File: src/rtl/sprite_mover.sv
// Per-frame sprite physics: moves each sprite by its velocity, adds gravity, bounces off the screen edges,
// and publishes every coordinate in a single cycle once the pass is complete.
module sprite_mover #(
  parameter int unsigned NUM_SPRITES = 4,
  parameter int unsigned H_ACTIVE    = 1600,
  parameter int unsigned V_ACTIVE    = 1200,
  parameter int          GRAVITY     = 1,
  parameter logic [NUM_SPRITES-1:0][10:0] INIT_ROW = {11'd1000, 11'd900, 11'd500, 11'd400},
  parameter logic [NUM_SPRITES-1:0][11:0] INIT_COL = {12'd1500, 12'd1300, 12'd600, 12'd400},
  parameter logic [NUM_SPRITES-1:0][7:0]  INIT_VX  = {8'hFC, 8'h05, 8'hFE, 8'h03},
  parameter logic [NUM_SPRITES-1:0][7:0]  INIT_VY  = {8'h01, 8'hFD, 8'h02, 8'h00}
) (
  input  logic                             clock_162,
  input  logic                             rst,
  input  logic                             frame_start,
  input  logic                             run,
  input  logic [5:0]                       radius,
  output logic [NUM_SPRITES-1:0][10:0]     sprite_row,
  output logic [NUM_SPRITES-1:0][11:0]     sprite_col,
  output logic                             busy,
  output logic                             update_done
);

  localparam int unsigned IDX_W = (NUM_SPRITES > 1) ? $clog2(NUM_SPRITES) : 1;
  localparam int unsigned PW    = 14;
  localparam logic signed [PW-1:0] X_MAX = PW'(H_ACTIVE - 1);
  localparam logic signed [PW-1:0] Y_MAX = PW'(V_ACTIVE - 1);
  localparam logic signed [8:0]    V_POS = 9'sd127;
  localparam logic signed [8:0]    V_NEG = -9'sd127;

  typedef enum logic [1:0] {IDLE, UPD_X, UPD_Y, COMMIT} state_t;

  state_t                         state;
  logic [IDX_W-1:0]               idx;
  logic [5:0]                     r;
  logic [NUM_SPRITES-1:0][10:0]   row;
  logic [NUM_SPRITES-1:0][11:0]   col;
  logic [NUM_SPRITES-1:0][7:0]    vx;
  logic [NUM_SPRITES-1:0][7:0]    vy;

  logic signed [PW-1:0] r_s, x_p, x_hi, y_p, y_hi;
  logic signed [8:0]    v_sum;
  logic signed [7:0]    v_sat;

  // Candidate positions for the sprite currently selected by idx
  always_comb begin
    r_s   = PW'($signed({1'b0, r}));
    x_p   = PW'($signed({1'b0, col[idx]})) + PW'($signed(vx[idx]));
    x_hi  = X_MAX - r_s;
    v_sum = 9'($signed(vy[idx])) + 9'(GRAVITY);
    if (v_sum > V_POS)      v_sat = 8'sd127;
    else if (v_sum < V_NEG) v_sat = -8'sd127;
    else                    v_sat = v_sum[7:0];
    y_p   = PW'($signed({1'b0, row[idx]})) + PW'(v_sat);
    y_hi  = Y_MAX - r_s;
  end

  always_ff @(posedge clock_162) begin
    if (rst) begin
      state       <= IDLE;
      idx         <= '0;
      r           <= '0;
      busy        <= 1'b0;
      update_done <= 1'b0;
      for (int i = 0; i < int'(NUM_SPRITES); i++) begin
        row[i]        <= INIT_ROW[i];
        col[i]        <= INIT_COL[i];
        vx[i]         <= INIT_VX[i];
        vy[i]         <= INIT_VY[i];
        sprite_row[i] <= INIT_ROW[i];
        sprite_col[i] <= INIT_COL[i];
      end
    end else begin
      update_done <= 1'b0;
      case (state)
        IDLE: begin
          if (frame_start && run) begin
            r     <= radius;
            idx   <= '0;
            busy  <= 1'b1;
            state <= UPD_X;
          end
        end
        UPD_X: begin
          if (x_p < r_s) begin
            col[idx] <= 12'(r_s);
            vx[idx]  <= -vx[idx];
          end else if (x_p > x_hi) begin
            col[idx] <= 12'(x_hi);
            vx[idx]  <= -vx[idx];
          end else begin
            col[idx] <= 12'(x_p);
          end
          state <= UPD_Y;
        end
        UPD_Y: begin
          if (y_p < r_s) begin
            row[idx] <= 11'(r_s);
            vy[idx]  <= -v_sat;
          end else if (y_p > y_hi) begin
            row[idx] <= 11'(y_hi);
            vy[idx]  <= -v_sat;
          end else begin
            row[idx] <= 11'(y_p);
            vy[idx]  <= v_sat;
          end
          if (idx == IDX_W'(NUM_SPRITES - 1)) begin
            state <= COMMIT;
          end else begin
            idx   <= idx + IDX_W'(1);
            state <= UPD_X;
          end
        end
        COMMIT: begin
          sprite_row  <= row;
          sprite_col  <= col;
          update_done <= 1'b1;
          busy        <= 1'b0;
          state       <= IDLE;
        end
        default: state <= IDLE;
      endcase
    end
  end

endmodule

File: config.mk
export PLATFORM = sky130hd
export DESIGN_NAME = sprite_mover
export DESIGN_NICKNAME = d
export VERILOG_FILES = /design/src/rtl/sprite_mover.sv
export SDC_FILE = /design/constraint.sdc
export NUM_CORES = 1
export LEC_CHECK = 0
export CAP_MARGIN = 5
export CORE_UTILIZATION = 36
export DETAILED_ROUTE_END_ITERATION = 8
export SETUP_SLACK_MARGIN = 0.5
export SLEW_MARGIN = 20
export SYNTH_ARGS = -nofsm -noshare
export SYNTH_HDL_FRONTEND = slang
export SYNTH_SLANG_ARGS = --single-unit
File: constraint.sdc
create_clock -name clock_162 -period 6.2 [get_ports clock_162]
set_input_delay 1.86 -clock clock_162 [delete_from_list [all_inputs] [get_ports clock_162]]
set_output_delay 1.86 -clock clock_162 [all_outputs]
set_load 0.03 [all_outputs]
Word-level counts from Yosys, hierarchy flattened
Index checks and enable logic that the tools add are counted.

Reductions and logical operators: 10. Muxes and demuxes: 42. $lt $le $gt $ge: 8. Equal/unequal tests: 6. Add/subtract/negate cells: 8.

Operator list (number): $bwmux 48 (3); $bwmux 44 (3); $mux 32 (4); $bwmux 32 (3); $mux 48 (2); $mux 44 (2); $mux 8 (5); $bmux 8 s2 (2); $bmux 12 s2 (1); $demux 12 s2 (1); $mux 12 (2); $sub 11x6->12 const A (2); $bmux 11 s2 (1); $demux 11 s2 (1); $mux 11 (2); $demux 8 s2 (1); $neg 8->8 (2); $add 13x8->14 (1); $gt 14x12->1 (1); $lt 14x7->1 (1); $add 12x8->13 (1); $gt 13x12->1 (1); $lt 13x7->1 (1); $add 8x2->9 const B (1); 18 further kinds (30).

Output and inout bits: 94. Input port bits: 10. Register bits: 260.

Depth between registers and ports, before layout
Gate-level depths: netlist of run 1.

Depth after elaboration: 10. Gate-level depth with buffers: 29. Mapped depth without buffers: 26.

Worst setup path after synthesis of run 1
No wires, ideal clock.

Path type: reg2reg. Start: register idx[0]. End: register vx[5] (netlist bit). Slack: 0.379 ns. Period minus slack after synthesis: 5.821 ns. Arrival time: 5.750 ns. Cell stages (with the launch flop): 23. Buffers on the path: 6. Setup time: 0.070 ns. Data required time: 6.130 ns. Cells stage by stage: dfxtp_1 > buf_6 > buf_2 > buf_1 > clkbuf_1 > mux4_2 > ha_1 > fa_1 > a21o_1 > a21oi_1 > o21bai_1 > a21oi_1 > o21bai_1 > a21oi_1 > o21a_1 > nor4_1 > mux2_2 > o31ai_1 > a211o_1 > clkbuf_1 > clkbuf_1 > nand3_1 > a21oi_1.

Word-level cells in the longest chain between the ends: 7. Elaborated cells between the ends (all ways): 18. Classes of those cells: add/sub: 2; order compare: 4; mux: 9; reduce/logical: 3.

RTL lines: from (decl) (line 34) `logic [IDX_W-1:0] idx;`; from (signal assigned) (line 110) `idx <= idx + IDX_W'(1);`; branches (longest 7 deep; another with $add 13x8->14); to (signal, indexed assignment) (line 68) `vx[i] <= INIT_VX[i];`; to (signal, indexed assignment) (line 87) `vx[idx] <= -vx[idx];`; to (signal, indexed assignment) (line 90) `vx[idx] <= -vx[idx];`; to (decl) (line 38) `logic [NUM_SPRITES-1:0][7:0] vx;`.

Several ways; the timed one is not identified. The select of a mux whose other input is x is not followed. A chain may end at the register's enable or synchronous reset.

Worst setup path after layout of run 1
Start: register idx[0]. End: register row[16] (netlist bit).

Word-level cells in the longest chain between the ends: 10. Elaborated cells between the ends (all ways): 22. Classes of those cells: add/sub: 2; order compare: 6; mux: 13; reduce/logical: 1.

RTL lines: $bmux 8 s2 (line 50) `v_sum = 9'($signed(vy[idx])) + 9'(GRAVITY);`; $mux 8 (implied by the code) (line 50); $add 8x2->9 (line 50); $lt 9x8->1 (line 52) `else if (v_sum < V_NEG) v_sat = -8'sd127;`; $mux 8 (line 52); $mux 8 (line 51) `if (v_sum > V_POS) v_sat = 8'sd127;`; $add 12x8->13 (line 54) `y_p = PW'($signed({1'b0, row[idx]})) + PW'(v_sat);`; $gt 13x12->1 / $bwmux 44 (equally long branches) (line 100, 104); $mux 44 (line 100) `end else if (y_p > y_hi) begin`; $mux 44 * (line 97) `if (y_p < r_s) begin`; to (signal, indexed assignment) (line 98) `row[idx] <= 11'(r_s);`; to (signal, indexed assignment) (line 101) `row[idx] <= 11'(y_hi);`; to (signal, indexed assignment) (line 104) `row[idx] <= 11'(y_p);`; to (decl) (line 36) `logic [NUM_SPRITES-1:0][10:0] row;`.

Mark *: on every way between the ends. The rest lies on a longest branch, timed or not. The select of a mux whose other input is x is not followed.

==> results of run 1 <==
==> logic make-up (layout without fill, tap and decap cells) <==
kind of cell	Yosys count	in the layout	share of synthesized area [%]
buffers and inverters	147	284	4.56
and+or+nand+nor	366	366	13.8
adders and majority gates	60	60	5.91
AOI/OAI and AO/OA	469	469	24.6
DFF	260	260	40.5
xor gates and xnor gates	30	30	2.11
muxes	59	59	8.44
==> per-layer routing <==
metal	vias to the layer above	track usage [%]	wire length, um
met2	421	33.4	17900
met3	61	3.33	3000
met5	-	0	0
met4	0	6.65	1030
met1	5569	33.8	20200
li1	5430	-	-
==> stage by stage <==
step	power, uW	hold slack [ns]	util (%)	area (um2)	setup WS, ns
finish	4190	0.473	45.9	16000	0.640
global route	4350	0.494	45.9	16000	0.401
CTS	4160	0.475	44.8	15600	0.511
detailed placement	2320	0.466	41.7	14500	0.262
global placement	2320	0.457	41.7	14500	0.208
floorplan	2120	0.441	-	12800	0.612
==> flip-flops by register name, indices dropped and copies added, names as in the netlist, 6 cells and up, named ones only <==
register,count
row,44
r,6
sprite_col,48
vy,28
sprite_row,44
vx,32
col,48
==> power by group through the flow <==
| stage | Combinational, uW | Sequential (uW) | Clock (uW) |
|---|---|---|---|
| detailed placement | 581 | 1740 | 0 |
| global placement | 579 | 1740 | 0 |
| CTS | 591 | 1700 | 1870 |
| finish | 643 | 1700 | 1840 |
| global route | 701 | 1700 | 1940 |
| floorplan | 391 | 1730 | 0 |
==> timing repair <==
item	CTS	global route
setup buffers	6	16
pin swaps	1	22
cloned	0	0
hold endpoints to repair	0	0
setup endpoints to repair	53	129
gates resized for setup	8	58
hold buffers	0	0
==> cell type report <==
cell class,count,area [um2]
Multi-Input combinational cell,984,7350
Inverter,44,165
Clock inverter,13,184
Tap cell,455,569
Timing Repair Buffer,186,1670
Sequential cell,260,5210
Fill cell,3295,18800
Clock buffer,41,841
==> synthesized netlist by cell type (all sizes together) (4+ instances only) <==
cell / n / share of area (%)
a211oi: 7 / 0.41
or3: 7 / 0.34
mux2: 4 / 0.35
nor3: 25 / 0.97
mux2i: 16 / 1.2
a21o: 11 / 0.64
nand2: 108 / 3.2
nor2: 80 / 2.4
nand3: 70 / 2.7
nand4: 6 / 0.34
o31ai: 4 / 0.23
clkbuf: 82 / 2.4
mux4: 39 / 6.8
inv: 43 / 1.3
xor2: 9 / 0.61
o31a: 4 / 0.27
o22a: 37 / 2.5
buf: 21 / 0.88
nor2b: 5 / 0.24
o211ai: 38 / 2.3
xnor2: 21 / 1.5
a22oi: 4 / 0.23
a21oi: 110 / 4.3
o2111ai: 6 / 0.41
or4: 4 / 0.23
and4: 5 / 0.34
a22o: 54 / 3.7
a31o: 6 / 0.41
dfxtp: 260 / 41
a31oi: 22 / 1.1
ha: 59 / 5.8
nor4: 6 / 0.29
o21bai: 10 / 0.58
or2: 4 / 0.19
o21ai: 112 / 4.5
o21a: 5 / 0.29
nand2b: 5 / 0.24
and2: 14 / 0.68
o311ai: 8 / 0.55
and3: 15 / 0.74
==> critical path, delay by kind of cell, from the launching register on <==
kind / cells / cell delay [ns]
compound gates: 13 / 2.20
xor+xnor: 1 / 0.14
fa+ha+maj: 2 / 0.53
buf+inv: 7 / 0.96
flops: 1 / 0.40
mux: 1 / 0.55
simple gates: 4 / 0.68
==> worst min path at each step <==
| stage | startpoint | endpoint | slack, ns | depth (start not counted) |
|---|---|---|---|---|
| 2_1_floorplan | vy[28] | vy[28] | 0.44 | 2 |
| 3_3_place_gp | col[31] | col[31] | 0.46 | 2 |
| 3_5_place_dp | sprite_row[25] | sprite_row[25] | 0.47 | 1 |
| 4_1_cts | row[10] | row[10] | 0.47 | 2 |
| 5_1_grt | sprite_col[3] | sprite_col[3] | 0.49 | 1 |
| 6_report | sprite_row[6] | sprite_row[6] | 0.47 | 2 |
==> run metrics, run 1 <==
DR vias/cell 5.79; relative slew slack 24.8%; Clock Latency Late Sink 0.58 ns; R2R depth 28; Clock Tree Buf Depth 3; Reg2Reg Setup Slack 0.64 ns; Most common cell on crit path buf_4; Final #Nets 1,575; CTS tree done; Post-Syn Nets 1,461; Final Critical Period 5.56 ns; DIE WIDTH 191 um; Async S/R FF share, synth 0%; clk sinks 260; Gate Count Post-Synth 1,391; Critical Path RT 6.65 ns; Tightest Hold Check Type reg2reg; GP Congestion 0.931; GRT Total Usage 22.7%; clock root buffer clkbuf_16; clock-pin slew on the worst setup and hold paths 0.06 ns; clock buffer count from CTS 29; first drt pass iteration count 5; post-synthesis register bit count 260; pwr/cell area 262 nW/um2; WL final 42,100 um; yosys warns 0; layout cells sized above 1 16.0%; clock share of power 44.0%; Ant. Diodes 0; initial core utilization 36.9%; Final Skew 0.0228 ns; Setup violations, final 0; fmax 0.180 GHz; DRC 0; I/O Buffers 103; CP Data Arrival Time 6.01 ns; worst-path cell with the longest stage delay mux4_2; final setup TNS 0 ns; gr ovfl total 0; Reg2Reg Launch Point idx[0]; Seq/Total Area, Yosys 40.5%; IO Pins 104; core region area 34,800 um2; post-route ant nets 0; crit end category flip-flop; predominant post-synthesis flop cell dfxtp_1; Post-Syn Area 12,800 um2; crit start category flip-flop; status complete, no violations; EDFF count, synth 0; Worst setup endpoint row[16]; Routed wire per std cell 21.2 um; Slew Limit Fails 0; slowest cell delay on critical path 0.55 ns; combinational fraction of design power 15.3%; RSZ-0062 raised after global routing true; post-synthesis cell type count 79; Hold Fails Final Rpt 0; Final period util 89.7%; die height 191 um; leading cell type in the layout, fill and taps excluded dfxtp_1; P_sw 1140 uW; switching power share of the total 27.3%; first-pass GRT wire length 64,000 um; CP Class reg2reg; placed cell count 1,907; crit path max fanout 8; initial antenna violation count 0; Worst Max-Slew Pin Slew 1.13 ns; pin count of the biggest net entering global routing 61; htree depth 1; number of global-route vias before repair 10,700; row count 68; Reg-to-Reg End row[16]; Worst VDD drop 223 uV; die area 36,400 um2; Area Overhead vs Synth 24.6%; Worst setup startpoint idx[0]; post-detail-place hpwl 28,600 um; 1st-iter DRT viols 918; max_cap viols 0; most frequent cells in the layout 258 x dfxtp_1, 107 x nand2_1, 106 x a21oi_1, 102 x clkdlybuf4s50_1, 96 x o21ai_0; internal power 3050 uW; Vias 11,500; Avg Inst Size Synth 9.23 um2; Sequential Power Share 40.7%; Leak 0.00612 uW; Final Non-Filler Cells 1,983
Note: power is estimated with default switching activity, not from simulation.
==> inputs of run 2 (changes only) <==
CORE_MARGIN = 2   (was not set)
==> run 2 against run 1 <==
Net effect: die area rose by 2.1%; non-clock buffer count decreased by 11; hold slack got worse by 0.00062 ns; first-iteration DRC count fell by 1.6%; critical path type unchanged; largest power group unchanged.
==> run metrics, run 2 (synthesis results as in run 1) <==
status complete, no violations; row count 69; initial core utilization 36.4%; Clock Tree Buf Depth 3; hold_buf cts 0; worst-path cell with the longest stage delay mux4_2; DRC 0; placed cell area 14,300 um2; Setup violations, final 0; Crit path depth 26; leading cell type in the layout, fill and taps excluded dfxtp_1; Worst setup startpoint idx[0]; die area 37,200 um2; Area Overhead vs Synth 24.9%; final setup TNS 0 ns; CP Class reg2reg; placed cell count 1,886; post-route ant nets 0; crit path max fanout 5; clock root buffer clkbuf_16; 1st-iter DRT viols 903; clk sinks 260; first-pass GRT wire length 62,900 um; layout cells sized above 1 16.3%; Vias 11,600; I/O Buffers 103; slowest cell delay on critical path 0.56 ns; htree depth 1; Hold Fails Final Rpt 0; Final Non-Filler Cells 1,978; Worst setup endpoint row[38]; Final Critical Period 5.64 ns; Finished Cell Area 16,000 um2; Final Skew 0.0124 ns; DR vias/cell 5.85; pin count of the biggest net entering global routing 87; first drt pass iteration count 5; WL final 41,900 um; R2R depth 26; max_cap viols 0; Leak 0.00609 uW; GRT Total Usage 21.8%; pwr/cell area 258 nW/um2; Place WS 0.157 ns; total power 4130 uW; die height 193 um; CP Data Arrival Time 6.07 ns; CP delay by family, top compound AO/OA/AOI/OAI gates; Routed wire per std cell 21.2 um; crit start category flip-flop; GP Congestion 0.935; Reg2Reg Launch Point idx[0]; Top Registers col: 48 flops, sprite_col: 48 flops; Most common cell on crit path buf_4; Worst Max-Slew Pin Slew 1.17 ns; Crit path buffers/inverters 4; CTS tree done; gr ovfl total 0; core region area 35,300 um2; IO Pins 104; RSZ-0062 raised after global routing true; clock buffer count from CTS 29; final setup margin 0.563 ns; relative slew slack 21.9%; Reg-to-Reg End row[38]; Final period util 90.9%; number of global-route vias before repair 10,800; most frequent cells in the layout 258 x dfxtp_1, 105 x nand2_1, 105 x a21oi_1, 102 x clkdlybuf4s50_1, 94 x o21ai_0; Critical Path RT 6.64 ns; Final #Nets 1,565; Clock Latency Late Sink 0.56 ns; initial antenna violation count 0; Ant. Diodes 0; fmax 0.177 GHz; Slew Limit Fails 0; DIE WIDTH 193 um; crit end category flip-flop; Worst VDD drop 207 uV; Reg2Reg Setup Slack 0.56 ns; clock-pin slew on the worst setup and hold paths 0.06 ns; Tightest Hold Check Type reg2reg; post-detail-place hpwl 27,700 um
[run 2: layout make-up]
class | instances | area (um2)
clock inverters | 13 | 154
well taps | 461 | 577
flip-flops and latches | 260 | 5210
multi-input cells | 985 | 7470
inverters | 44 | 166
clock buffers | 40 | 837
repair buffers | 175 | 1610
fillers | 3315 | 19300
[run 2: metal layers]
metal	part of all wire [%]	global-route usage, %	wire [um]	vias to the layer above
met2	44	33.6	18600	440
met1	44	30.3	18600	5617
li1	-	-	-	5421
met4	3.5	7.99	1450	0
met3	7.7	4.09	3240	93
met5	0	0	0	-
[run 2: worst min path at each step]
stage / startpoint / endpoint / depth (start not counted)
2_1_floorplan: vy[28] / vy[28] / 2
5_1_grt: sprite_row[6] / sprite_row[6] / 2
3_5_place_dp: sprite_row[6] / sprite_row[6] / 2
6_report: busy / busy / 2
4_1_cts: sprite_row[6] / sprite_row[6] / 2
3_3_place_gp: sprite_row[6] / sprite_row[6] / 2
[run 2: timing repair]
item,in CTS,in global routing
buffers inserted,5,32
pin swaps,1,27
gates cloned,0,2
resized for setup,10,73
endpoints found under the setup margin,60,78
[run 2: stage by stage]
step	util (%)	hold slack, ns
6_report	45.4	0.472
5_1_grt	45.4	0.485
4_1_cts	43.6	0.466
3_5_place_dp	40.6	0.452
3_3_place_gp	40.6	0.442
2_1_floorplan	-	0.441
[run 2: worst min-delay path: stages (launching register included)]
cell     delay (ns)
dfxtp_1        0.32
nor2_1         0.05
nor2_1         0.07
[run 2: power breakdown]
| part | internal, uW | total [uW] | switching [uW] |
|---|---|---|---|
| sequential | 1680 | 1700 | 19.1 |
| clock | 1070 | 1790 | 719 |
| combinational | 240 | 638 | 398 |
==> inputs of run 3 (changes only) <==
ABC_AREA = 1   (was not set)
SLEW_MARGIN = 25   (was 20)
==> run 3 against run 2 <==
Net effect: hold slack worse by 0.013 ns; combinational power grew to 3.0 times the previous value; total power is 33% higher; non-clock buffer count is 13 lower; critical path depth is 5 higher; maximum frequency is 4.8% higher; core utilization is 1.2 points lower; cell count is 39% higher; sequential cell count stayed put; synthesized area is 13% higher; clock skew is 0.00058 ns lower.
==> run metrics, run 3 <==
crit end category flip-flop; Most common cell on crit path nand2_4; P_sw 2070 uW; Tightest Hold Check Type reg2reg; Post-Syn Area 14,500 um2; pwr/cell area 312 nW/um2; yosys warns 0; DIE WIDTH 205 um; die area 42,000 um2; post-synthesis register bit count 260; relative slew slack 49.7%; Synth area leaders dfxtp_1 36%, nand2_1 13%, o21ai_0 7.4%; post-route ant nets 0; DR vias/cell 5.49; layout cells sized above 1 9.63%; Leak 0.00764 uW; CP Data Arrival Time 5.87 ns; post-synthesis cell type count 50; Setup violations, final 0; Reg-to-Reg End row[9]; Hold Fails Final Rpt 0; Avg Inst Size Synth 6.83 um2; Sequential Power Share 32.6%; Clock Latency Late Sink 0.58 ns; combinational fraction of design power 34.4%; top-area cell type share of the netlist area 35.8%; Worst setup startpoint idx[1]; number of global-route vias before repair 14,000; final setup TNS 0 ns; gr ovfl total 0; leading cell type in the layout, fill and taps excluded nand2_1; DRC 0; predominant post-synthesis flop cell dfxtp_1; Vias 15,100; Post-Syn Nets 2,200; Seq/Total Area, Yosys 35.8%; Hold Startpoint sprite_row[35]; Final period util 86.8%; Slew Limit Fails 0; first-pass GRT wire length 82,400 um; R2R depth 31; count leader, synth nand2_1; initial antenna violation count 1; Worst VDD drop 207 uV; clock-pin slew on the worst setup and hold paths 0.06 ns; GRT Total Usage 25.2%; Worst Max-Slew Pin Slew 0.751 ns; crit start category flip-flop; CP Class reg2reg; Gate Count Post-Synth 2,130; placed cell area 16,100 um2; internal power 3420 uW; hold endpoint sprite_row[35]; RSZ-0062 raised after global routing true; clock share of power 33.1%; row count 73; Final Skew 0.0118 ns; Final #Nets 2,279; pin count of the biggest net entering global routing 122; Top Registers col: 48 flops, sprite_col: 48 flops; Finished Cell Area 17,600 um2; Clock Tree Buf Depth 3; IO Pins 104; EDFF count, synth 0; Critical Path RT 6.70 ns; switching power share of the total 37.8%; status complete, no violations; htree depth 1; most frequent cells in the layout 490 x nand2_1, 259 x dfxtp_1, 210 x o21ai_0, 192 x nor2_1, 183 x a21oi_1; CTS tree done; Synth area leader dfxtp_1; worst-path cell with the longest stage delay nor2_1; Reg2Reg Launch Point idx[1]; WL final 53,900 um; clk sinks 260; max_cap viols 0; clock buffer count from CTS 29; fmax 0.186 GHz; die height 205 um; Area Overhead vs Synth 21.0%; Reg2Reg Setup Slack 0.82 ns; GP Congestion 0.931; post-detail-place hpwl 39,000 um; most frequent cells after synthesis 500 x nand2_1, 260 x dfxtp_1, 216 x o21ai_0, 198 x nor2_1, 185 x a21oi_1; core region area 39,800 um2; first drt pass iteration count 6; crit path max fanout 24; Place WS 0.240 ns; 1st-iter DRT viols 1,387; I/O Buffers 103; slowest cell delay on critical path 0.54 ns; Async S/R FF share, synth 0%; initial core utilization 36.5%; clock root buffer clkbuf_16; WHS Path Cells 2; Final Critical Period 5.38 ns; Ant. Diodes 0; Routed wire per std cell 19.5 um; final setup margin 0.821 ns
[run 3: changes by cell type after synthesis, sizes merged, moves of 20 or more]
cell	delta
a21oi	+76
nand2	+424
o21ai	+136
buf	+20
a22o	-28
mux4	-39
inv	+134
nand3	+81
nor2	+127
[run 3: repair_timing]
action / in CTS / in global routing
gates cloned: 0 / 1
resized for setup: 15 / 69
endpoints found under the setup margin: 81 / 116
buffers inserted: 0 / 9
pin swaps: 0 / 15
hold buffers: 0 / 0
[run 3: how the worst max path moves through the flow]
| stage | cells past startpoint | end |
|---|---|---|
| 2_1_floorplan | 36 | row[38] |
| 3_3_place_gp | 38 | row[8] |
| 3_5_place_dp | 41 | row[9] |
| 4_1_cts | 41 | row[9] |
| 5_1_grt | 41 | vy[18] |
| 6_report | 31 | row[9] |
[run 3: layout make-up]
cell class | count | area [um2]
clock buffer | 42 | 855
clock inverter | 12 | 150
fill | 4125 | 22200
inverter | 186 | 716
multi-input combinational | 1570 | 8460
sequential | 260 | 5210
tap | 525 | 657
timing repair buffer | 162 | 1560
[run 3: power groups by stage]
stage / sequential [uW] / clock, uW / combinational (uW)
detailed placement: 1820 / 0 / 1700
global route: 1800 / 1910 / 2080
global placement: 1820 / 0 / 1680
floorplan: 1800 / 0 / 1230
finish: 1790 / 1820 / 1890
CTS: 1790 / 1840 / 1730
[run 3: routing by layer]
metal	global-route usage, %	routed length (um)	vias to the layer above
li1	-	-	7293
met1	33.6	23200	7129
met2	41.6	24900	615
met3	4.17	4100	106
met4	7.53	1700	2
met5	0	8	-
[run 3: kinds of logic after synthesis]
group                      synth area share [%]
and+or+nand+nor                            27.0
AOI/OAI and AO/OA                          22.1
buffers and inverters                      8.44
DFF                                        35.8
adders and majority gates                  5.21
xor gates and xnor gates                   1.50
[run 3: critical path: cells and delay by family, from the launching register on]
| kind | cells | cell delay, ns |
|---|---|---|
| adders and majority gates | 2 | 0.48 |
| buffers and inverters | 6 | 0.96 |
| and+or+nand+nor | 18 | 2.49 |
| DFF | 1 | 0.33 |
| xor gates and xnor gates | 1 | 0.18 |
| AOI/OAI and AO/OA | 4 | 0.83 |
[run 3: metrics by stage]
| stage | util [%] | hold WS [ns] | cells | total power (uW) |
|---|---|---|---|---|
| floorplan | - | 0.429 | 2130 | 3020 |
| global placement | 40.5 | 0.433 | 2693 | 3510 |
| detailed placement | 40.5 | 0.449 | 2693 | 3520 |
| CTS | 43.3 | 0.463 | 2747 | 5360 |
| global route | 44.2 | 0.482 | 2757 | 5780 |
| finish | 44.2 | 0.458 | 2757 | 5490 |
